==> src/rtl/board_in_cond_if.sv <==
// Pad-side and SoC-side signals of the board input conditioner.
// BOARD_IN_GLITCH_CNT_EN adds the 16-bit glitch_cnt status output.
interface board_in_cond_if;
  logic sw_upgrade_b_raw;
  logic btn_rst_b_raw;
  logic uart_rx_raw;
  logic sw_upgrade_b;
  logic sw_event;
  logic uart_rx;
  logic rstb_soc;
`ifdef BOARD_IN_GLITCH_CNT_EN
  logic [15:0] glitch_cnt;

  modport master (
    output sw_upgrade_b_raw, btn_rst_b_raw, uart_rx_raw,
    input  sw_upgrade_b, sw_event, uart_rx, rstb_soc, glitch_cnt
  );

  modport slave (
    input  sw_upgrade_b_raw, btn_rst_b_raw, uart_rx_raw,
    output sw_upgrade_b, sw_event, uart_rx, rstb_soc, glitch_cnt
  );
`else
  modport master (
    output sw_upgrade_b_raw, btn_rst_b_raw, uart_rx_raw,
    input  sw_upgrade_b, sw_event, uart_rx, rstb_soc
  );

  modport slave (
    input  sw_upgrade_b_raw, btn_rst_b_raw, uart_rx_raw,
    output sw_upgrade_b, sw_event, uart_rx, rstb_soc
  );
`endif
endinterface

==> src/rtl/board_in_cond.sv <==
// Board input conditioner: pad synchronisers, switch/button debounce, RX majority
// filter and stretched SoC reset. Optional macro BOARD_IN_GLITCH_CNT_EN adds glitch_cnt.

module board_in_cond_debounce #(
  parameter int unsigned DEBOUNCE_CYCLES = 1000000
) (
  input  logic clk,
  input  logic rstb_in,
  input  logic sync_i,
  output logic out_o,
  output logic flip_o,
  output logic abort_o
);
  typedef enum logic {STABLE, CHANGING} db_state_e;

  localparam logic [31:0] LAST = 32'(DEBOUNCE_CYCLES - 1);

  db_state_e   state_q, state_d;
  logic [31:0] cnt_q, cnt_d;
  logic        out_q, out_d;

  always_ff @(posedge clk or negedge rstb_in) begin
    if (!rstb_in) begin
      state_q <= STABLE;
      cnt_q   <= '0;
      out_q   <= 1'b1;
    end else begin
      state_q <= state_d;
      cnt_q   <= cnt_d;
      out_q   <= out_d;
    end
  end

  always_comb begin
    state_d = state_q;
    cnt_d   = cnt_q;
    out_d   = out_q;
    flip_o  = 1'b0;
    abort_o = 1'b0;
    case (state_q)
      STABLE: begin
        if (sync_i != out_q) begin
          state_d = CHANGING;
          cnt_d   = 32'd1;
        end
      end
      CHANGING: begin
        // Returning to the current level always wins over reaching the count.
        if (sync_i == out_q) begin
          state_d = STABLE;
          cnt_d   = '0;
          abort_o = 1'b1;
        end else if (cnt_q == LAST) begin
          state_d = STABLE;
          cnt_d   = '0;
          out_d   = sync_i;
          flip_o  = 1'b1;
        end else begin
          cnt_d = cnt_q + 32'd1;
        end
      end
    endcase
  end

  assign out_o = out_q;
endmodule

module board_in_cond #(
  parameter int unsigned SYNC_STAGES     = 2,
  parameter int unsigned DEBOUNCE_CYCLES = 1000000,
  parameter int unsigned POR_CYCLES      = 1024
) (
  input  logic             clk,
  input  logic             rstb_in,
  board_in_cond_if.slave   io
);
  typedef enum logic [1:0] {HOLD, COUNT, RUN} rst_state_e;

  localparam int unsigned PW = (POR_CYCLES > 1) ? $clog2(POR_CYCLES) : 1;
  localparam logic [PW-1:0] PLAST = PW'(POR_CYCLES - 1);

  logic [SYNC_STAGES-1:0] sw_sync_q, btn_sync_q, rx_sync_q;
  logic [1:0]             rx_samp_q;
  logic                   uart_rx_q, uart_rx_d;
  logic                   sw_event_q;
  logic                   sw_sync, btn_sync, rx_sync;
  logic                   sw_db, btn_db, sw_flip, unused_btn_flip;
  logic                   abort_sw, abort_btn;

  rst_state_e             rst_state_q, rst_state_d;
  logic [PW-1:0]          pcnt_q, pcnt_d;
  logic                   rstb_soc_q, rstb_soc_d;

  assign sw_sync  = sw_sync_q[SYNC_STAGES-1];
  assign btn_sync = btn_sync_q[SYNC_STAGES-1];
  assign rx_sync  = rx_sync_q[SYNC_STAGES-1];

  // Two of the newest three RX samples decide, so a one-cycle glitch is dropped.
  assign uart_rx_d = (rx_samp_q[1] & rx_samp_q[0]) | (rx_samp_q[1] & rx_sync) |
                     (rx_samp_q[0] & rx_sync);

  always_ff @(posedge clk or negedge rstb_in) begin
    if (!rstb_in) begin
      sw_sync_q  <= '1;
      btn_sync_q <= '1;
      rx_sync_q  <= '1;
      rx_samp_q  <= 2'b11;
      uart_rx_q  <= 1'b1;
      sw_event_q <= 1'b0;
    end else begin
      sw_sync_q  <= {sw_sync_q[SYNC_STAGES-2:0], io.sw_upgrade_b_raw};
      btn_sync_q <= {btn_sync_q[SYNC_STAGES-2:0], io.btn_rst_b_raw};
      rx_sync_q  <= {rx_sync_q[SYNC_STAGES-2:0], io.uart_rx_raw};
      rx_samp_q  <= {rx_samp_q[0], rx_sync};
      uart_rx_q  <= uart_rx_d;
      sw_event_q <= sw_flip;
    end
  end

  board_in_cond_debounce #(.DEBOUNCE_CYCLES(DEBOUNCE_CYCLES)) u_db_sw (
    .clk     (clk),
    .rstb_in (rstb_in),
    .sync_i  (sw_sync),
    .out_o   (sw_db),
    .flip_o  (sw_flip),
    .abort_o (abort_sw)
  );

  board_in_cond_debounce #(.DEBOUNCE_CYCLES(DEBOUNCE_CYCLES)) u_db_btn (
    .clk     (clk),
    .rstb_in (rstb_in),
    .sync_i  (btn_sync),
    .out_o   (btn_db),
    .flip_o  (unused_btn_flip),
    .abort_o (abort_btn)
  );

  always_ff @(posedge clk or negedge rstb_in) begin
    if (!rstb_in) begin
      rst_state_q <= HOLD;
      pcnt_q      <= '0;
      rstb_soc_q  <= 1'b0;
    end else begin
      rst_state_q <= rst_state_d;
      pcnt_q      <= pcnt_d;
      rstb_soc_q  <= rstb_soc_d;
    end
  end

  always_comb begin
    rst_state_d = rst_state_q;
    pcnt_d      = pcnt_q;
    rstb_soc_d  = rstb_soc_q;
    case (rst_state_q)
      HOLD: begin
        rstb_soc_d = 1'b0;
        if (btn_db) begin
          rst_state_d = COUNT;
          pcnt_d      = '0;
        end
      end
      COUNT: begin
        if (!btn_db) begin
          rst_state_d = HOLD;
          pcnt_d      = '0;
          rstb_soc_d  = 1'b0;
        end else if (pcnt_q == PLAST) begin
          rst_state_d = RUN;
          rstb_soc_d  = 1'b1;
        end else begin
          pcnt_d = pcnt_q + 1'b1;
        end
      end
      RUN: begin
        if (!btn_db) begin
          rst_state_d = HOLD;
          pcnt_d      = '0;
          rstb_soc_d  = 1'b0;
        end else begin
          rstb_soc_d = 1'b1;
        end
      end
      default: begin
        rst_state_d = HOLD;
        pcnt_d      = '0;
        rstb_soc_d  = 1'b0;
      end
    endcase
  end

`ifdef BOARD_IN_GLITCH_CNT_EN
  logic [15:0] glitch_cnt_q, glitch_cnt_d;
  logic [16:0] glitch_sum;

  always_comb begin
    glitch_sum   = {1'b0, glitch_cnt_q} + 17'(abort_sw) + 17'(abort_btn);
    glitch_cnt_d = glitch_sum[16] ? 16'hFFFF : glitch_sum[15:0];
  end

  always_ff @(posedge clk or negedge rstb_in) begin
    if (!rstb_in) glitch_cnt_q <= '0;
    else          glitch_cnt_q <= glitch_cnt_d;
  end

  assign io.glitch_cnt = glitch_cnt_q;
`else
  logic unused_abort;
  assign unused_abort = abort_sw | abort_btn;
`endif

  assign io.sw_upgrade_b = sw_db;
  assign io.sw_event     = sw_event_q;
  assign io.uart_rx      = uart_rx_q;
  assign io.rstb_soc     = rstb_soc_q;
endmodule

==> src/flat_wrapper.sv <==
// flat-port wrapper written by rule: the top's interface ports become plain ports
module board_in_cond_flat 
#(
  parameter int unsigned SYNC_STAGES     = 2,
  parameter int unsigned DEBOUNCE_CYCLES = 1000000,
  parameter int unsigned POR_CYCLES      = 1024
)
  (clk, rstb_in, io_sw_upgrade_b_raw, io_btn_rst_b_raw, io_uart_rx_raw, io_sw_upgrade_b, io_sw_event, io_uart_rx, io_rstb_soc);
  board_in_cond_if io_i ();
  input  logic clk;
  input  logic rstb_in;
  input wire logic [$bits(io_i.sw_upgrade_b_raw)-1:0] io_sw_upgrade_b_raw;
  input wire logic [$bits(io_i.btn_rst_b_raw)-1:0] io_btn_rst_b_raw;
  input wire logic [$bits(io_i.uart_rx_raw)-1:0] io_uart_rx_raw;
  output wire logic [$bits(io_i.sw_upgrade_b)-1:0] io_sw_upgrade_b;
  output wire logic [$bits(io_i.sw_event)-1:0] io_sw_event;
  output wire logic [$bits(io_i.uart_rx)-1:0] io_uart_rx;
  output wire logic [$bits(io_i.rstb_soc)-1:0] io_rstb_soc;
  assign io_i.sw_upgrade_b_raw = io_sw_upgrade_b_raw;
  assign io_i.btn_rst_b_raw = io_btn_rst_b_raw;
  assign io_i.uart_rx_raw = io_uart_rx_raw;
  assign io_sw_upgrade_b = io_i.sw_upgrade_b;
  assign io_sw_event = io_i.sw_event;
  assign io_uart_rx = io_i.uart_rx;
  assign io_rstb_soc = io_i.rstb_soc;
  board_in_cond #(.SYNC_STAGES(SYNC_STAGES), .DEBOUNCE_CYCLES(DEBOUNCE_CYCLES), .POR_CYCLES(POR_CYCLES)) u_core (.clk(clk), .rstb_in(rstb_in), .io(io_i));
endmodule
==> config.mk <==
export PLATFORM = sky130hd
export DESIGN_NAME = board_in_cond_flat
export DESIGN_NICKNAME = d
export VERILOG_FILES = /design/src/rtl/board_in_cond_if.sv /design/src/rtl/board_in_cond.sv /design/src/flat_wrapper.sv
export SDC_FILE = /design/constraint.sdc
export NUM_CORES = 1
export LEC_CHECK = 0
export ABC_AREA = 0
export CAP_MARGIN = 20
export CORE_MARGIN = 5
export CORE_UTILIZATION = 55
export CTS_BUF_LIST = sky130_fd_sc_hd__clkbuf_4
export CTS_CLUSTER_SIZE = 24
export DETAILED_ROUTE_END_ITERATION = 16
export PLACE_DENSITY_LB_ADDON = 0.08
export SYNTH_ARGS = -nofsm -noshare
export SYNTH_HDL_FRONTEND = slang
export SYNTH_HIERARCHICAL = 1
export SYNTH_SLANG_ARGS = --single-unit
==> constraint.sdc <==
create_clock -name clk -period 2.1 [get_ports clk]
set_clock_uncertainty 0.15 [all_clocks]
set_input_delay 0.315 -clock clk [delete_from_list [all_inputs] [get_ports clk]]
set_output_delay 0.315 -clock clk [all_outputs]
set_load 0.02 [all_outputs]
==> results.py, run 1 <==
metrics = {
    "worst_setup_path": {
        "path_class": "reg2reg",
        "reg2regPathDepth": 7,
        "end_kind": "flop",
        "start_kind": "flop",
        "cp_cell_sequence": "nor4_1 > nand3_1 > o31ai_4 > buf_6 > buf_12 > o21ai_2 > a21o_1",
        "slowest_stage": "dfrtp_1",
        "reg2reg_to": "u_core/u_db_btn/cnt_q[14]",
        "cp_num_buf_inv": 2,
        "worst_r2r_startpoint": "u_core/u_db_btn/cnt_q[28]",
        "r2r_slack_ns": -0.01,
        "path_max_fanout": 5,
        "required_ns": 2.29,
        "crit_path_max_incr_delay_ns": 0.42,
        "crit_family": "simple AND/OR/NAND/NOR gates",
        "arrival_ns": 2.30,
    },
    "grt": {
        "grt_max_degree": 44,
        "antenna_found_initial": 0,
        "grt_first_pass_wirelength_mm": 22.0,
        "gr-total-overflow": 0,
        "grt_usage_pct": 23.4,
        "grt_pass1_vias": 4606,
    },
    "floorplan": {
        "die_x_microns": 108,
        "dieArea_sq_um": 11600,
        "rows": 35,
        "coreArea_sq_um": 9280,
        "initial_core_util_pct": 56.5,
        "die_h_microns": 108,
        "io_pins": 9,
    },
    "sta": {
        "rsz0062_at_grt": "yes",
        "fmax_ghz": 0.473,
        "tightestPinTransition_ns": 0.539,
        "fin_crit_ns": 2.11,
        "setup_viol": 1,
        "slew_headroom_pct": 64.1,
        "maxSlewViolCount": 0,
        "finalWorstSetupSlack_ns": -0.0140,
        "hold_viol_final": 0,
        "fin_crit_sh_pct": 101,
    },
    "hold_path": {
        "min_path_type": "in2reg",
        "hold_path_depth": 1,
        "min_from": "io_uart_rx_raw",
        "holdPathEnd": "u_core/rx_sync_q[0]",
    },
    "cts": {
        "worstSkewPairLatency_ns": 0.45,
        "cts_buffers": 9,
        "clk_pin_slew_ns": 0.15,
        "cts.sinks": 91,
        "cts_tree": "yes",
        "htree_levels": 3,
        "cts.path.max_buffers": 2,
        "root_buffer": "clkbuf_4",
    },
    "detailed_routing": {
        "drc_errors": 0,
        "drtAntennaViolNets": 0,
        "wl_per_cell_microns": 16.7,
        "firstDrtPassIters": 6,
        "routed_wl_mm": 13.3,
        "avgViaCountPerCell": 6.10,
        "vias": 4871,
        "drt-initial-drc-count": 408,
    },
    "placed_design": {
        "dp_hpwl_mm": 8.94,
        "place_congestion": 0.879,
        "pre_cts_slack_ns": -0.0598,
        "port_buffers": 8,
    },
    "pwr": {
        "p_per_area_nw_per_um2": 472,
        "totalPowerFinal_mw": 3.09,
        "p_leak_nw": 2.72,
        "vdd_drop_max_mv": 0.447,
    },
    "finish": {
        "fillers": 719,
        "antenna_cells": 0,
        "area_growth_pct": 24.7,
        "final_layout_size_suffix_gt1_share_pct": 28.0,
        "layout_common_cells": "buf_4, dfrtp_1, nand3_1, nand2_1, a21oi_1",
        "layout.nets": 676,
        "final_common_cell": "buf_4",
    },
    "job": {
        "cap_violations": 0,
    },
    "logic_synthesis": {
        "syn-num-nets": 577,
        "synth_area_sq_um": 5250,
        "synthCells": 565,
        "synth.avg_cell_area_sq_um": 9.28,
        "synth_warnings": 6,
    },
    "status": {
        "status": "complete, but fails checks",
        "violations": "negative setup slack",
    },
}
## worst reg2reg max path, stage by stage (launching register included)
cell     delay (ns)
dfrtp_1        0.42
nor4_1         0.41
nand3_1        0.22
o31ai_4        0.30
buf_6          0.17
buf_12         0.12
o21ai_2        0.05
a21o_1         0.17
## registers in the layout (all words and copies together) (netlist names)
signal and count:
u_core/io.sw_event 1, u_core/io.uart_rx 1, u_core/rx_sync_q 2, u_core/u_db_btn/state_q 1
u_core/u_db_sw/out_o 1, u_core/u_db_sw/state_q 1, u_core/rx_samp_q 2, u_core/u_db_btn/cnt_q 32
u_core/u_db_sw/cnt_q 32, u_core/u_db_btn/out_o 1, u_core/pcnt_q 10, u_core/sw_sync_q 2
u_core/btn_sync_q 2, u_core/rst_state_q 2, u_core/io.rstb_soc 1
## worst max path at each step
stage	from	end	slack (ns)	cells past startpoint
2_1_floorplan	u_core/u_db_sw/cnt_q[0]	u_core/u_db_sw/cnt_q[5]	0.09	7
3_3_place_gp	u_core/u_db_sw/out_o	u_core/u_db_sw/cnt_q[25]	0.02	5
3_5_place_dp	u_core/u_db_sw/out_o	u_core/u_db_sw/cnt_q[25]	-0.06	5
4_1_cts	u_core/u_db_btn/cnt_q[1]	u_core/u_db_btn/cnt_q[14]	-0.01	7
5_1_grt	u_core/u_db_btn/cnt_q[10]	u_core/u_db_btn/cnt_q[14]	-0.1	7
6_report	u_core/u_db_btn/cnt_q[28]	u_core/u_db_btn/cnt_q[14]	-0.01	7
## metrics by stage
stage	TNS (ns)	area [sq um]	utilization (%)	std cells	hold WS, ns
2_1_floorplan	0	5250	-	565	-0.131
3_3_place_gp	0	5970	64.3	761	0.0470
3_5_place_dp	-0.151	5970	64.3	761	0.0468
4_1_cts	-0.0108	6180	66.6	779	0.0814
5_1_grt	-1.16	6540	70.4	798	0.0609
6_report	-0.0140	6540	70.4	798	0.109
## metal layers
metal	vias up	track usage (%)	routed length, microns
met5	-	0	0
met4	0	8.39	311
met3	27	3.78	582
met2	144	38.7	6630
met1	2385	31.1	5810
li1	2315	-	-
## area by class of cell
class / count / area, sq um / share of cell area [%]
clock buffer: 11 / 82.6 / 1.26
clock inverter: 5 / 63.8 / 0.976
inverter: 30 / 113 / 1.72
multi-input combinational: 428 / 2920 / 44.7
sequential: 91 / 2290 / 35.1
tap: 129 / 161 / 2.47
timing repair buffer: 104 / 906 / 13.9
## power by group
| part | internal, mW | switching (mW) |
|---|---|---|
| registers | 1.78 | 0.0188 |
| logic | 0.117 | 0.158 |
| clock network | 0.397 | 0.617 |
| total | 2.29 | 0.794 |
## repair_timing
action,CTS,global route
cloned,1,5
setup endpoints to repair,19,45
hold buffers,1,0
endpoints found under the hold margin,80,0
pin swaps,0,15
setup buffers,0,15
resized for setup,8,36
(Power assumes the default switching activity.)
==> inputs of run 2 (changes only) <==
--- a/config.mk
+++ b/config.mk
@@ -10,6 +10,7 @@
 export CORE_MARGIN = 5
 export CORE_UTILIZATION = 55
 export CTS_BUF_LIST = sky130_fd_sc_hd__clkbuf_4
+export CTS_CLUSTER_DIAMETER = 30
 export CTS_CLUSTER_SIZE = 24
 export DETAILED_ROUTE_END_ITERATION = 16
 export PLACE_DENSITY_LB_ADDON = 0.08
==> results of run 2 <==
Final layout, timing and power as in run 1 (identical DEF).
==> inputs of run 3 (changes only) <==
--- a/config.mk
+++ b/config.mk
@@ -6,7 +6,8 @@
 export NUM_CORES = 1
 export LEC_CHECK = 0
 export ABC_AREA = 0
-export CAP_MARGIN = 20
+export ABC_CLOCK_PERIOD_IN_PS = 2100
+export CAP_MARGIN = 30
 export CORE_MARGIN = 5
 export CORE_UTILIZATION = 55
 export CTS_BUF_LIST = sky130_fd_sc_hd__clkbuf_4
==> results of run 3 <==
Final layout, timing and power as in run 1 (identical DEF).
==> RTL edit, RTL diff (settings of run 1) <==
`POR_CYCLES` is set to 1024 in 2 places; all go to 2048.
--- a/src/rtl/board_in_cond.sv
+++ b/src/rtl/board_in_cond.sv
@@ -69,5 +69,5 @@
   parameter int unsigned SYNC_STAGES     = 2,
   parameter int unsigned DEBOUNCE_CYCLES = 1000000,
-  parameter int unsigned POR_CYCLES      = 1024
+  parameter int unsigned POR_CYCLES      = 2048
 ) (
   input  logic             clk,
--- a/src/flat_wrapper.sv
+++ b/src/flat_wrapper.sv
@@ -4,5 +4,5 @@
   parameter int unsigned SYNC_STAGES     = 2,
   parameter int unsigned DEBOUNCE_CYCLES = 1000000,
-  parameter int unsigned POR_CYCLES      = 1024
+  parameter int unsigned POR_CYCLES      = 2048
 )
   (clk, rstb_in, io_sw_upgrade_b_raw, io_btn_rst_b_raw, io_uart_rx_raw, io_sw_upgrade_b, io_sw_event, io_uart_rx, io_rstb_soc);
Behaviour: same outputs for any inputs over 10 cycles, from zero or initial values and one cycle with rstb_in low; that may be too few to reach the edited logic, so the function may still have changed.
==> RTL edit against run 1 <==
  * The run still ends with setup timing left
  * Total power is 8.1% higher
  * Non-clock buffer count decreased by 8
  * Synthesized area up 0.86%
  * Worst setup slack got worse by 0.051 ns
  * Routed wire length grew 5.9%
  * Count of clock-buffer cells in the layout is 1 lower
  * Cell area is 2.3% higher
  * Critical path depth stayed put
  * Sequential cell count rose by 1
  * Fmax down 2.4%
==> RTL edit: results (changes against run 1) <==
run_status:
  status: "finished with violations"
  violations_in_the_final_reports: "setup timing"
power:
  power.internal_mw: 2.55  # +11%
  power.static_leakage_nw: 2.76  # +1.2%
  pwr.group.combinational_mw: 0.292  # +7%
  worst_ir_drop_vdd_mv: 0.320  # -28%
  power.share.clock_pct: 36.7  # +3.9 points
  power.density_nw_per_um2: 499  # +5.6%
detailed_routing:
  vias_per_inst: 6.24  # +2.2%
  finalWirelength_um: 14100  # +5.9%
  drtPass1Iterations: 6  # unchanged
  dr.first_iter.drc_count: 562  # +38%
clocking:
  ctsLongestPathBuffers: 2  # unchanged
  clk-insertion-delay-late_ns: 0.43  # -0.02 ns
timing:
  report.final.setup_viol: 4  # +3
  fin_hold_ws_ns: 0.118  # +0.00954 ns
  setup_ws_ns: -0.0654  # -0.0514 ns
  setup_total_negative_slack_ns: -0.103  # -0.0889 ns
  timing.slew.headroom_pct: 53.1  # -11 points
finish:
  layout_top_registers: "u_core/u_db_btn/cnt_q: 32 flops, u_core/u_db_sw/cnt_q: 32 flops, u_core/pcnt_q: 11 flops"
  insertedDiodeCount: 0  # unchanged
  drive_gt1_share_pct: 27.7  # -0.30 points
synth:
  synth_nets: 582  # +0.87%
  ys_warn_count: 6  # unchanged
  post_synth_inst_count: 570  # +0.88%
worst_hold_path:
  holdCritPathClass: "primary input to async pin"
placed_design:
  gp_congestion: 0.900  # +2.4%
  numPlacedInstances: 753  # -1.1%
  dpl_worst_slack_ns: -0.0641  # -0.00426 ns
  hpwl_um: 8810  # -1.5%
  placedInstanceArea_um2: 5910  # -0.98%
grt:
  grtUsageTotal_pct: 22.9  # -0.48 points
  grt_pass1_vias: 4623  # +0.37%
  grt_pass1_wl_um: 21900  # -0.75%
  grt_max_degree: 36  # -18%
setup_path:
  timing.reg2reg.setup_slack_ns: -0.07  # -0.05 ns
  setup.worst_path.start_class: "flip-flop"
  setup.worst_path.end: "u_core/u_db_btn/cnt_q[7]$_DFFE_PN0P_"
  reg2reg_from: "u_core/u_db_btn/cnt_q[21]$_DFFE_PN0P_"
  crit_path_max_incr_delay_ns: 0.44  # +0.02 ns
  path_max_fanout: 6  # +1
  worstRegToRegCells: 7  # unchanged
RTL edit: final cells by class:
type | instances | area [um^2]
clock buffers | 10 | 75.1
clock inverters | 6 | 111
fillers | 707 | 2640
inverters | 32 | 120
multi-input cells | 433 | 3030
flip-flops and latches | 92 | 2320
well taps | 129 | 161
repair buffers | 96 | 871
RTL edit: worst max-delay path, delay by kind of cell (launching register included):
kind            cells  cell delay (ns)
flops               1             0.44
compound gates      3             0.60
simple gates        2             0.58
buf+inv             2             0.29
RTL edit: routing by layer:
layer  routed length (um)  track usage [%]
met2                 6730             37.3
met3                  851             2.81
met1                 6240             32.8
met4                  293             5.50
met5                    0                0
RTL edit: repair_timing:
| action | in CTS | in global routing |
|---|---|---|
| setup buffers | 1 | 19 |
| hold endpoints to repair | 81 | 0 |
| setup endpoints to repair | 42 | 52 |
| cloned | 1 | 7 |
| resized for setup | 12 | 41 |
| pin swaps | 1 | 17 |
| hold buffers | 1 | 0 |
